==> src/rtl/spi_rx_framer.sv <==
// SPI receive framer: SOF, LEN, payload, XOR checksum; good frames are replayed on a valid/ready port.
// Optional inter-byte timeout is enabled by defining SPI_RX_FRAMER_TIMEOUT_EN.
module spi_rx_framer #(
    parameter logic [7:0] SOF     = 8'h7E,
    parameter int         MAX_LEN = 16,
    parameter int         TIMEOUT = 50000
) (
    input  logic       clk,
    input  logic       rst,
    input  logic [7:0] rx_byte,
    input  logic       rx_valid,
    output logic [7:0] out_data,
    output logic       out_valid,
    input  logic       out_ready,
    output logic       frame_ok,
    output logic       frame_err,
    output logic       overrun,
    output logic       busy
);
    typedef enum logic [2:0] {S_IDLE, S_LEN, S_DATA, S_CSUM, S_DRAIN} state_t;

    localparam logic [7:0] MAX_LEN_B = 8'(MAX_LEN);

    if (MAX_LEN < 1 || MAX_LEN > 16 || TIMEOUT < 1) begin : g_bad_param
        $error("spi_rx_framer: MAX_LEN must be 1..16 and TIMEOUT >= 1");
    end

    state_t     state_q, state_d;
    logic [4:0] len_q, len_d;
    logic [7:0] chk_q, chk_d;
    logic [3:0] wr_ptr_q, wr_ptr_d;
    logic [3:0] rd_ptr_q, rd_ptr_d;
    logic       ok_q, ok_d;
    logic       err_q, err_d;
    logic       ovr_q, ovr_d;
    logic       buf_we;
    logic       xfer;
    logic [7:0] buf_q [16];

`ifdef SPI_RX_FRAMER_TIMEOUT_EN
    localparam int TW = $clog2(TIMEOUT + 1);
    logic [TW-1:0] timer_q, timer_d;
`endif

    // out_valid is held off during the frame_ok cycle so data follows the pulse
    assign out_valid = (state_q == S_DRAIN) && !ok_q;
    assign out_data  = out_valid ? buf_q[rd_ptr_q] : 8'h00;
    assign xfer      = out_valid && out_ready;
    assign frame_ok  = ok_q;
    assign frame_err = err_q;
    assign overrun   = ovr_q;
    assign busy      = (state_q != S_IDLE);

    always_comb begin
        state_d  = state_q;
        len_d    = len_q;
        chk_d    = chk_q;
        wr_ptr_d = wr_ptr_q;
        rd_ptr_d = rd_ptr_q;
        ok_d     = 1'b0;
        err_d    = 1'b0;
        ovr_d    = 1'b0;
        buf_we   = 1'b0;
        case (state_q)
            S_IDLE: begin
                if (rx_valid && rx_byte == SOF) state_d = S_LEN;
            end
            S_LEN: begin
                if (rx_valid) begin
                    if (rx_byte != 8'd0 && rx_byte <= MAX_LEN_B) begin
                        len_d    = rx_byte[4:0];
                        chk_d    = rx_byte;
                        wr_ptr_d = 4'd0;
                        state_d  = S_DATA;
                    end else begin
                        err_d   = 1'b1;
                        state_d = S_IDLE;
                    end
                end
            end
            S_DATA: begin
                if (rx_valid) begin
                    buf_we   = 1'b1;
                    wr_ptr_d = wr_ptr_q + 4'd1;
                    chk_d    = chk_q ^ rx_byte;
                    if ({1'b0, wr_ptr_q} == len_q - 5'd1) state_d = S_CSUM;
                end
            end
            S_CSUM: begin
                if (rx_valid) begin
                    if (rx_byte == chk_q) begin
                        ok_d     = 1'b1;
                        rd_ptr_d = 4'd0;
                        state_d  = S_DRAIN;
                    end else begin
                        err_d   = 1'b1;
                        state_d = S_IDLE;
                    end
                end
            end
            S_DRAIN: begin
                if (rx_valid) ovr_d = 1'b1;
                if (xfer) begin
                    rd_ptr_d = rd_ptr_q + 4'd1;
                    if ({1'b0, rd_ptr_q} == len_q - 5'd1) state_d = S_IDLE;
                end
            end
            default: state_d = S_IDLE;
        endcase

`ifdef SPI_RX_FRAMER_TIMEOUT_EN
        timer_d = '0;
        if (state_q == S_LEN || state_q == S_DATA || state_q == S_CSUM) begin
            if (!rx_valid) begin
                timer_d = timer_q + TW'(1);
                if (timer_q == TW'(TIMEOUT - 1)) begin
                    err_d   = 1'b1;
                    timer_d = '0;
                    state_d = S_IDLE;
                end
            end
        end
`endif
    end

    always_ff @(posedge clk or negedge rst) begin
        if (!rst) begin
            state_q  <= S_IDLE;
            len_q    <= '0;
            chk_q    <= '0;
            wr_ptr_q <= '0;
            rd_ptr_q <= '0;
            ok_q     <= 1'b0;
            err_q    <= 1'b0;
            ovr_q    <= 1'b0;
`ifdef SPI_RX_FRAMER_TIMEOUT_EN
            timer_q  <= '0;
`endif
        end else begin
            state_q  <= state_d;
            len_q    <= len_d;
            chk_q    <= chk_d;
            wr_ptr_q <= wr_ptr_d;
            rd_ptr_q <= rd_ptr_d;
            ok_q     <= ok_d;
            err_q    <= err_d;
            ovr_q    <= ovr_d;
`ifdef SPI_RX_FRAMER_TIMEOUT_EN
            timer_q  <= timer_d;
`endif
        end
    end

    // Payload storage carries no reset; reads are gated by state
    always_ff @(posedge clk) begin
        if (buf_we) buf_q[wr_ptr_q] <= rx_byte;
    end
endmodule

==> config.mk <==
export PLATFORM = sky130hd
export DESIGN_NAME = spi_rx_framer
export DESIGN_NICKNAME = d
export VERILOG_FILES = /design/src/rtl/spi_rx_framer.sv
export SDC_FILE = /design/constraint.sdc
export NUM_CORES = 1
export LEC_CHECK = 0
export ABC_AREA = 1
export BUFFER_PORTS_ARGS = -buffer_cell sky130_fd_sc_hd__buf_2
export CORE_ASPECT_RATIO = 1.25
export CORE_MARGIN = 2
export CORE_UTILIZATION = 52
export DETAILED_ROUTE_END_ITERATION = 10
export PLACE_DENSITY = 0.76
export SYNTH_ARGS = -nofsm -noshare
export SYNTH_HDL_FRONTEND = slang
export SYNTH_SLANG_ARGS = --single-unit
==> constraint.sdc <==
create_clock -name clk -period 2 [get_ports clk]
set_input_delay 0.3 -clock clk [delete_from_list [all_inputs] [get_ports clk]]
set_output_delay 0.3 -clock clk [all_outputs]
set_load 0.1 [all_outputs]
# After elaboration in Yosys (flattened, before gate mapping)
# Memories as Yosys holds them, arrays and structs flattened.
# Cells that the tools add are included.
[word_totals]
input_bits = 12
latchBits = 0
mem_bits_ro = 0
mem_bits_rw = 128
out_inout_bits = 13
ff_bits = 27
elab_cells = 81
n_memories = 1
[classes]
order_cmp = 1
addsub = 3
bitwise = 1
reduce_logical = 14
eq_ne = 17
shift = 0
muxes = 36
n_div = 0
multipliers = 0
[mem_list]
columns = ["memory", "depth", "word_bits", "read_ports", "rd_ports_with_merged_regs", "wr", "line_no", "text"]
rows = [
  ["buf_q", 16, 8, 1, 0, 1, "38", "logic [7:0] buf_q [16];"],
]
[ops]
columns = ["op", "count"]
rows = [
  ["2-to-1 mux 8 bit", 4],
  ["2-to-1 mux 3 bit", 8],
  ["2-to-1 mux 4 bit", 6],
  ["inequality test 2 bit (second input constant)", 8],
  ["one-hot mux 4 bit (2 select lines)", 2],
  ["one-hot mux 8 bit (2 select lines)", 1],
  ["one-hot mux 3 bit (5 select lines)", 1],
  ["2-to-1 mux 1 bit", 12],
  ["equality test 4 x 5 -> 1 bit", 2],
  ["adder 4 x 1 -> 4 bit (second input constant)", 2],
  ["equality test 8 x 7 -> 1 bit (second input constant)", 1],
  ["equality test 8 bit", 1],
  ["<= comparator 8 x 5 -> 1 bit (second input constant)", 1],
  ["AND reduction 4 bit", 2],
  ["nonzero test 8 bit", 1],
  ["XOR 8 bit", 1],
  ["AND reduction 7 bit", 1],
  ["equality test 3 x 2 -> 1 bit (second input constant)", 2],
  ["subtractor 5 x 1 -> 5 bit (second input constant)", 1],
  ["logical AND 1 bit", 4],
  ["nonzero test 2 bit", 2],
  ["equality test 3 x 1 -> 1 bit (second input constant)", 1],
  ["equality test 3 bit (second input constant)", 1],
  ["zero test 3 bit", 1],
  ["other kinds (6)", 6],
]

# Longest topological paths before layout
# Gate-level depths: netlist of the first run.
[logic_depth]
depth_word = 5
depth_mapped = 13
ltp_nobuf = 13

# Least setup slack after synthesis of the first run
# No wires, ideal clock.
[synth_path]
path_kind = "flip-flop to output port"
startpoint = "reg ok_q (netlist: frame_ok)"
endpoint = "out out_data[0]"
t_arrival_ns = 3.084
t_required_ns = 1.700
setup_slack_ns = -1.384
stages_incl_launch_ff = 5
path_buffers = 1
path_cell_list = "dfrtp_1 -> nor2_1 -> buf_2 -> nand2_1 -> a21oi_1"
[synth_via]
elab_chain_len = 3
[synth_lines]
columns = ["element", "line_no", "text"]
rows = [
  ["start: declaration", "33", "logic ok_q, ok_d;"],
  ["start signal: assignment", "145", "ok_q <= ok_d;"],
  ["zero test 1 bit", "46", "assign out_valid = (state_q == S_DRAIN) && !ok_q;"],
  ["logical AND 1 bit", "46", ""],
  ["named net out_valid", "13", "output logic out_valid,"],
  ["2-to-1 mux 8 bit", "47", "assign out_data = out_valid ? buf_q[rd_ptr_q] : 8'h00;"],
  ["end: declaration", "12", "output logic [7:0] out_data,"],
]
# The timed path passes the listed nets, and every way through them passes these cells.

# Worst setup path in the final report of the first run
[layout_path]
startpoint = "reg rd_ptr_q[0]"
endpoint = "out out_data[6]"
[layout_via]
elab_chain_len = 2
[layout_lines]
columns = ["element", "line_no", "text"]
rows = [
  ["start: declaration", "32", "logic [3:0] rd_ptr_q, rd_ptr_d;"],
  ["start signal: assignment", "144", "rd_ptr_q <= rd_ptr_d;"],
  ["memory (16 x 8 bit)", "-", ""],
  ["2-to-1 mux 8 bit", "47", ""],
]
# No other way between the ends.

==> results of run 1 <==
==> sequential cells by signal (all words and copies together), names as in the netlist <==
register   count
rd_ptr_q       4
len_q          5
frame_err      1
overrun        1
wr_ptr_q       4
state_q        3
frame_ok       1
buf_q        128
chk_q          8
==> worst paths after layout <==
path / startpoint / endpoint / slack [ns] / cells after the start
setup / recovery: rd_ptr_q[0] / out_data[6] / -0.42 / 11
hold / removal: out_ready / rd_ptr_q[1] / 0.17 / 3
setup reg to reg: state_q[0] / buf_q[0][1] / 0.08 / 7
hold reg to reg: len_q[4] / len_q[4] / 0.53 / 2
max in group asynchronous: rst / frame_ok / 1.09 / 2
min in group asynchronous: rst / frame_err / 0.44 / 2
==> power groups by stage <==
stage	clock (uW)	sequential, uW	combinational, uW
global placement	0	3970	1580
CTS	3290	3910	1740
global route	3420	3940	2010
finish	3270	3910	1800
detailed placement	0	3980	1640
floorplan	0	3970	1210
==> cell families after synthesis <==
group / count (synthesis)
DFF: 155
and+or+nand+nor: 288
xor gates and xnor gates: 17
adders and majority gates: 6
AOI/OAI and AO/OA: 131
buffers and inverters: 68
==> cell type report <==
type | count | area [sq um]
Clock inverter | 15 | 176
Fill cell | 886 | 4410
Sequential cell | 155 | 4520
Clock buffer | 17 | 425
Inverter | 39 | 154
Tap cell | 171 | 214
Multi-Input combinational cell | 442 | 2300
Timing Repair Buffer | 84 | 916
==> synth_stat cells <==
cell and number:
clkbuf_1 10, buf_6 2, dfrtp_1 27, o21ai_2 1
clkinv_1 2, nor3_1 5, xnor2_1 6, xor2_1 11
buf_2 15, buf_4 2, o22ai_1 10, o221ai_1 9
nor4b_2 1, nor2_4 2, ha_1 6, edfxtp_1 128
nor2_1 127, nand2_2 1, inv_1 34, inv_2 3
o21bai_1 1, a21oi_1 9, nand4_1 6, o21ai_1 26
o21a_1 1, nand3b_1 2, o21ai_0 74, nand3_1 34
nand2_1 110
==> timing repair <==
action,CTS,global route
hold buffers,1,0
pin swaps,3,7
setup endpoints to repair,9,33
endpoints found under the hold margin,27,0
gates resized for setup,24,27
buffers inserted,5,9
cloned,3,1
==> tightest hold or removal path, cell delays in order <==
cell and delay (ns):
buf_2 0.11, nand3_1 0.08, nand2_1 0.05
==> metrics by stage <==
stage               instance area, sq um  setup TNS, ns  util [%]  setup slack (ns)
floorplan                           7070         -0.294         -           -0.0367
global placement                    7750              0      59.1            0.0257
detailed placement                  7750              0      59.1           0.00532
CTS                                 8570          -2.92      65.3            -0.381
global route                        8710          -4.00      66.4            -0.499
finish                              8710          -3.07      66.4            -0.416
==> metal layers <==
layer / wire [um] / GRT usage, % / vias up
met4: 681 / 12.0 / 0
met3: 1230 / 5.76 / 39
li1: - / - / 2464
met1: 7210 / 33.7 / 2654
met5: 0 / 0 / -
met2: 9480 / 45.0 / 243
==> impl_metrics.ini, run 1 <==
[sta]
setup_viol = 9
period_share_pct = 121
clock_skew_ns = 0.00550
fmax_mhz = 414
slew_headroom_pct = 56.2
hold_ws_ns = 0.166
tightest_slew_ns = 0.658
rsz0062_at_grt = true
drv_slew = 0
min_period_ns = 2.42
fin_ws_ns = -0.416
hold_viol = 0

[synth]
synth_xor_xnor_area_share_pct = 2.15
synth_fa_ha_area_share_pct = 1.08
synth.area.top_cells = edfxtp_1 55%, dfrtp_1 9.7%, nor2_1 6.9%, nand2_1 6.0%, o21ai_0 5.3%
seq_area_frac_synth_pct = 65.2
yosys.area.top_type_share_pct = 55.5
yosys_warnings = 0
synth-compound-area-share_pct = 10.3
synth_top_cell_by_area = edfxtp_1
synth_top_family_by_area = simple AND/OR/NAND/NOR gates
syn_avg_cell_area_sq_um = 10.4
synth_simple_gate_area_share_pct = 17.0
syn_area_sq_um = 6930
synth_nets = 683
netlist_instances = 665
ys_types = 29
synth-seq-cells = 155
synthMuxAreaShare_pct = 0

[run_status]
violations = negative setup slack
outcome = finished, violations left

[die]
die_w_um = 107
core_area_sq_um = 13100
initial_utilization_pct = 52.9
die_height_um = 133
num_rows = 47
dieArea_sq_um = 14300
io_pins = 25

[critical_path]
slowest_delay_ns = 0.45
path_buf_inv = 3
worst_setup_path_start_kind = flip-flop
crit_family = flip-flops
crit_path_cell_trace = clkinv_4 -> buf_12 -> nor2_1 -> nor2_1 -> o21ai_1 -> o21ai_1 -> nand2_1 -> nand3_2 -> nand2_2 -> a21oi_4 -> buf_12
endpoint_kind = output pin
worstPathMaxFanout = 9
path_class = flip-flop to output pin
cp.required_ns = 1.70
cp.arrival_ns = 2.12
slowest_stage = dfrtp_2

[clock_network]
cts_buffers = 17
cts.clk_slew.worst_paths_ns = 0.07
htree_levels = 4
cts-root-buf = clkbuf_16
clk_latency_ns = 0.43
cts_tree = built
cts_sinks = 155
cts_max_path_buffers = 2

[detailed_routing]
vias = 5400
drt_wl_total_mm = 18.6
drt_iter0_drc = 483
ant_nets = 0
firstDrtPassIters = 5
viasPerCell = 5.85
route.detailed.drc = 0
wl_per_cell_um = 20.2

[pwr]
p_switching_uw = 2770
worst_ir_drop_vdd_mv = 1.03
leakagePower_uw = 0.00334
sequentialPowerShare_pct = 43.6
p_clk_share_pct = 36.4
p_per_area_nw_per_um2 = 1030
switching_share_pct = 30.8
p_total_uw = 8980
internal_power_uw = 6220
power_frac_comb_pct = 20.0

[grt]
antenna_found_initial = 0
track_usage_pct = 27.0
grt_start_max_net_pins = 38
grt-ovfl-total = 0
grt_pass1_vias = 5192
grt_first_pass_wirelength_mm = 28.4

[cells_and_area]
syn_to_final_growth_pct = 25.6
layout-drive-gt1-share_pct = 21.0
final_cell_mix = 128 x edfxtp_1, 125 x nor2_1, 99 x nand2_1
final_cells = 923
nNetsFinal = 757
final_common_cell = edfxtp_1
antenna_cells = 0

[hold_path]
hp-class = input port to flip-flop

[flow_run]
maxCapViolations = 0

[placed_design]
port_buffers = 24
dpl.hpwl_mm = 11.5
place_congestion = 0.911
dp.cells = 873
(Power assumes the default switching activity.)
==> run 2, diff against run 1 <==
--- a/config.mk
+++ b/config.mk
@@ -7,7 +7,7 @@
 export LEC_CHECK = 0
 export ABC_AREA = 1
 export BUFFER_PORTS_ARGS = -buffer_cell sky130_fd_sc_hd__buf_2
-export CORE_ASPECT_RATIO = 1.25
+export CORE_ASPECT_RATIO = 1.5
 export CORE_MARGIN = 2
 export CORE_UTILIZATION = 52
 export DETAILED_ROUTE_END_ITERATION = 10
==> impl_metrics.ini, run 2 (same netlist as run 1, synthesis figures left out) <==
[grt]
grt_pass1_vias = 5268
grt_first_pass_wirelength_mm = 27.1
track_usage_pct = 24.7
grt-ovfl-total = 0
antenna_found_initial = 0
grt_start_max_net_pins = 43

[sta]
setup_viol = 8
rsz0062_at_grt = true
hold_viol = 0
fmax_mhz = 393
slew_headroom_pct = 54.5
hold_ws_ns = 0.153
fin_setup_tns_ns = -3.51
tightest_slew_ns = 0.682
period_share_pct = 127
min_period_ns = 2.55
drv_slew = 0
fin_ws_ns = -0.545
clock_skew_ns = 0.0116

[flow_run]
maxCapViolations = 0

[cells_and_area]
largest_register_ffs = 128
reg.largest.list = buf_q: 128 flops, chk_q: 8 flops, len_q: 5 flops
layout-drive-gt1-share_pct = 23.6
final_common_cell = edfxtp_1
design_area_sq_um = 8820
multiInputGateArea_sq_um = 2350
fillCellCount = 861
nNetsFinal = 768
antenna_cells = 0
final_cell_mix = 128 x edfxtp_1, 121 x nor2_1, 98 x nand2_1
syn_to_final_growth_pct = 27.3
largest-register = buf_q
seq_area_sq_um = 4520

[pwr]
p_per_area_nw_per_um2 = 1020
leakagePower_uw = 0.00338
p_total_uw = 8960
worst_ir_drop_vdd_mv = 0.647

[detailed_routing]
drt_wl_total_mm = 19.1
drt_iter0_drc = 642
firstDrtPassIters = 6
route.detailed.drc = 0
met3WireLength_mm = 1.47
ant_nets = 0
vias = 5523
wl_met2_mm = 10.3
m1WireLength_mm = 6.63
viasPerCell = 5.99
highest_layer = met4
wl_per_cell_um = 20.8

[clock_network]
cts_max_path_buffers = 2
htree_levels = 4
clk_latency_ns = 0.43
cts.clk_slew.worst_paths_ns = 0.06
cts_tree = built
cts_buffers = 17
cts-root-buf = clkbuf_16
cts_sinks = 155

[critical_path]
r2r_slack_ns = 0.04
ff2ff_path_depth = 7
crit_path_start = rd_ptr_q[0]
cp-endpoint = out_data[4]
cp.arrival_ns = 2.25
endpoint_kind = output pin
worstPathMaxFanout = 5
r2r_end = buf_q[5][1]
cp.required_ns = 1.70
path_class = flip-flop to output pin
worst_setup_path_start_kind = flip-flop
reg2reg_from = state_q[0]

[die]
io_pins = 25
die_w_um = 98.3
core_area_sq_um = 13000
dieArea_sq_um = 14300
die_height_um = 145
initial_utilization_pct = 53.2
num_rows = 51

[hold_path]
hp-class = input port to flip-flop
whs_path_depth = 3

[run_status]
outcome = finished, violations left
violations = negative setup slack

[placed_design]
port_buffers = 24
dpl.hpwl_mm = 11.2
place_congestion = 0.871
placed_area_sq_um = 7690
## run 2: cell count changes in the layout (fill, tap and decap cells not counted), moves of 4 or more
cell and change:
o21ai_2 +8, nor2_1 -4, inv_6 +4, clkbuf_16 +4
buf_4 +7, o21ai_1 -5
## run 2: per-stage QoR
step	utilization [%]	cells	worst slack (ns)
6_report	67.8	922	-0.545
5_1_grt	67.8	922	-0.584
4_1_cts	65.0	903	-0.399
3_5_place_dp	59.1	859	-0.140
3_3_place_gp	59.1	859	-0.0532
2_1_floorplan	-	665	-0.0367
## run 2: area by class of cell
type	instances	area share, %
Timing Repair Buffer	92	11.1
Multi-Input combinational cell	442	26.6
Clock buffer	18	4.86
Tap cell	159	2.26
Clock inverter	14	1.67
Timing Repair inverter	3	0.298
Inverter	39	1.96
Sequential cell	155	51.3
## run 2: worst min-delay path by stage
stage                    from           to  slack, ns
floorplan                 rst     chk_q[0]      0.004
global placement          rst      overrun       0.35
detailed placement        rst      overrun       0.36
CTS                 out_ready  rd_ptr_q[1]       0.14
global route        out_ready  rd_ptr_q[1]       0.16
finish              out_ready  rd_ptr_q[1]       0.15
## run 2: metal layers
metal | track usage, % | vias to the layer above
li1 | - | 2481
met1 | 28.5 | 2650
met2 | 44.2 | 328
met3 | 3.75 | 64
met4 | 12.5 | 0
met5 | 0 | -
## run 2: power breakdown
group          switching, uW  leakage (uW)  internal (uW)
Combinational           1220       0.00161            677
Clock                   1390      0.000282           1760
Sequential               202       0.00149           3710
## run 2: timing repair
action                                  in CTS  in global routing
endpoints found under the setup margin       9                125
hold endpoints to repair                    27                  0
resized for setup                           17                 61
setup buffers                                9                 14
cloned                                       2                  8
pin swaps                                    1                 24
hold buffers                                 1                  0
## run 2: critical path: stages (launching register included)
cell and delay [ns]:
dfrtp_4 0.50, buf_8 0.16, inv_6 0.08, buf_4 0.12, nor2_1 0.05, o21ai_1 0.23
nand2_1 0.15, nand3_2 0.12, nand2_2 0.09, a21oi_4 0.14, buf_12 0.19
==> run 3, diff against run 2 <==
--- a/config.mk
+++ b/config.mk
@@ -7,7 +7,7 @@
 export LEC_CHECK = 0
 export ABC_AREA = 1
 export BUFFER_PORTS_ARGS = -buffer_cell sky130_fd_sc_hd__buf_2
-export CORE_ASPECT_RATIO = 1.5
+export CORE_ASPECT_RATIO = 0.5
 export CORE_MARGIN = 2
 export CORE_UTILIZATION = 52
 export DETAILED_ROUTE_END_ITERATION = 10
@@ -15,3 +15,4 @@
 export SYNTH_ARGS = -nofsm -noshare
 export SYNTH_HDL_FRONTEND = slang
 export SYNTH_SLANG_ARGS = --single-unit
+export TNS_END_PERCENT = 30
==> impl_metrics.ini, run 3 (same netlist as run 1, synthesis figures left out) <==
[placed_design]
placed_area_sq_um = 7810
place_congestion = 0.935
port_buffers = 24
dp_slack_ns = -0.0423
dpl.hpwl_mm = 11.8

[detailed_routing]
route.detailed.drc = 0
drt_iter0_drc = 575
ant_nets = 0
firstDrtPassIters = 5
vias = 5514
viasPerCell = 5.95
wl_per_cell_um = 20.9
drt_wl_total_mm = 19.4

[cells_and_area]
design_area_sq_um = 8840
largest-register = buf_q
reg.largest.list = buf_q: 128 flops, chk_q: 8 flops, len_q: 5 flops
layout-drive-gt1-share_pct = 23.6
final_cell_mix = 128 x edfxtp_1, 122 x nor2_1, 101 x nand2_1
nNetsFinal = 762
final_common_cell = edfxtp_1
antenna_cells = 0
largest_register_ffs = 128
syn_to_final_growth_pct = 27.5

[flow_run]
maxCapViolations = 0

[die]
dieArea_sq_um = 14300
initial_utilization_pct = 54.0
num_rows = 29
io_pins = 25
die_height_um = 85.6
die_w_um = 167
core_area_sq_um = 12800

[sta]
fmax_mhz = 397
clock_skew_ns = 0.00635
setup_viol = 9
hold_ws_ns = 0.150
slew_headroom_pct = 55.2
fin_ws_ns = -0.518
min_period_ns = 2.52
tightest_slew_ns = 0.672
drv_slew = 0
period_share_pct = 126
hold_viol = 0
fin_setup_tns_ns = -3.93
rsz0062_at_grt = true

[run_status]
outcome = finished, violations left
violations = negative setup slack

[clock_network]
cts-root-buf = clkbuf_16
cts_tree = built
cts_sinks = 155
clk_latency_ns = 0.42
cts_max_path_buffers = 2
cts_buffers = 17
htree_levels = 4
cts.clk_slew.worst_paths_ns = 0.07

[hold_path]
whs_path_depth = 3
hp-class = input port to flip-flop
hp-start = out_ready

[pwr]
p_clk_share_pct = 36.3
p_total_uw = 8930
p_switching_uw = 2750
p_per_area_nw_per_um2 = 1010
switching_share_pct = 30.8
leakagePower_uw = 0.00339
sequentialPowerShare_pct = 44.0
power_frac_comb_pct = 19.7
internal_power_uw = 6180
worst_ir_drop_vdd_mv = 0.778

[critical_path]
ff2ff_path_depth = 15
reg2reg_from = rd_ptr_q[0]
worst_setup_path_start_kind = flip-flop
r2r_slack_ns = 0.09
crit_path_start = rd_ptr_q[0]
endpoint_kind = output pin
cp.arrival_ns = 2.22
worstPathMaxFanout = 25
path_class = flip-flop to output pin
cp.required_ns = 1.70

[grt]
grt-ovfl-total = 0
grt_start_max_net_pins = 28
antenna_found_initial = 0
track_usage_pct = 28.8
grt_first_pass_wirelength_mm = 30.3
grt_pass1_vias = 5483
-- run 3: through the flow --
| step | cells | util [%] |
|---|---|---|
| global placement | 880 | 60.8 |
| floorplan | 665 | - |
| finish | 927 | 68.8 |
| CTS | 927 | 68.6 |
| global route | 927 | 68.8 |
| detailed placement | 880 | 60.8 |
-- run 3: power groups by stage --
stage | clock (uW) | combinational, uW | sequential (uW)
floorplan | 0 | 1210 | 3970
global placement | 0 | 1590 | 3980
detailed placement | 0 | 1650 | 3990
CTS | 3240 | 1730 | 3930
global route | 3410 | 1970 | 3960
finish | 3250 | 1760 | 3930
-- run 3: area by class of cell --
| class | count | area (sq um) |
|---|---|---|
| flip-flops and latches | 155 | 4520 |
| fillers | 898 | 4000 |
| multi-input cells | 442 | 2380 |
| repair buffers | 89 | 981 |
| clock buffers | 17 | 425 |
| well taps | 170 | 213 |
| clock inverters | 15 | 161 |
| inverters | 39 | 151 |
-- run 3: repair_timing --
item	4_1_cts	5_1_grt
setup endpoints to repair	11	11
hold endpoints to repair	27	0
hold buffers	1	0
cloned	6	0
buffers inserted	12	0
pin swaps	20	6
resized for setup	63	14
-- run 3: critical path, cell delays in order, from the launching register on --
cell and delay, ns:
dfrtp_2 0.43, buf_4 0.15, buf_12 0.16, buf_4 0.15, o21ai_1 0.08, o21ai_1 0.13, nand2_1 0.12, nand3_2 0.09
nand2_2 0.10, a21oi_4 0.18, buf_12 0.19
-- run 3: worst paths after layout --
path	endpoint
hold / removal	rd_ptr_q[1]
min in group asynchronous	state_q[2]
setup / recovery	out_data[5]
max in group asynchronous	rd_ptr_q[0]
setup reg to reg	state_q[1]
hold reg to reg	len_q[4]
-- run 3: metal layers --
layer | track usage (%) | wire length [um] | vias to the layer above
met5 | 0 | 0 | -
li1 | - | - | 2473
met4 | 9.96 | 477 | 0
met2 | 47.6 | 9230 | 324
met3 | 8.21 | 2020 | 46
met1 | 37.2 | 7670 | 2671
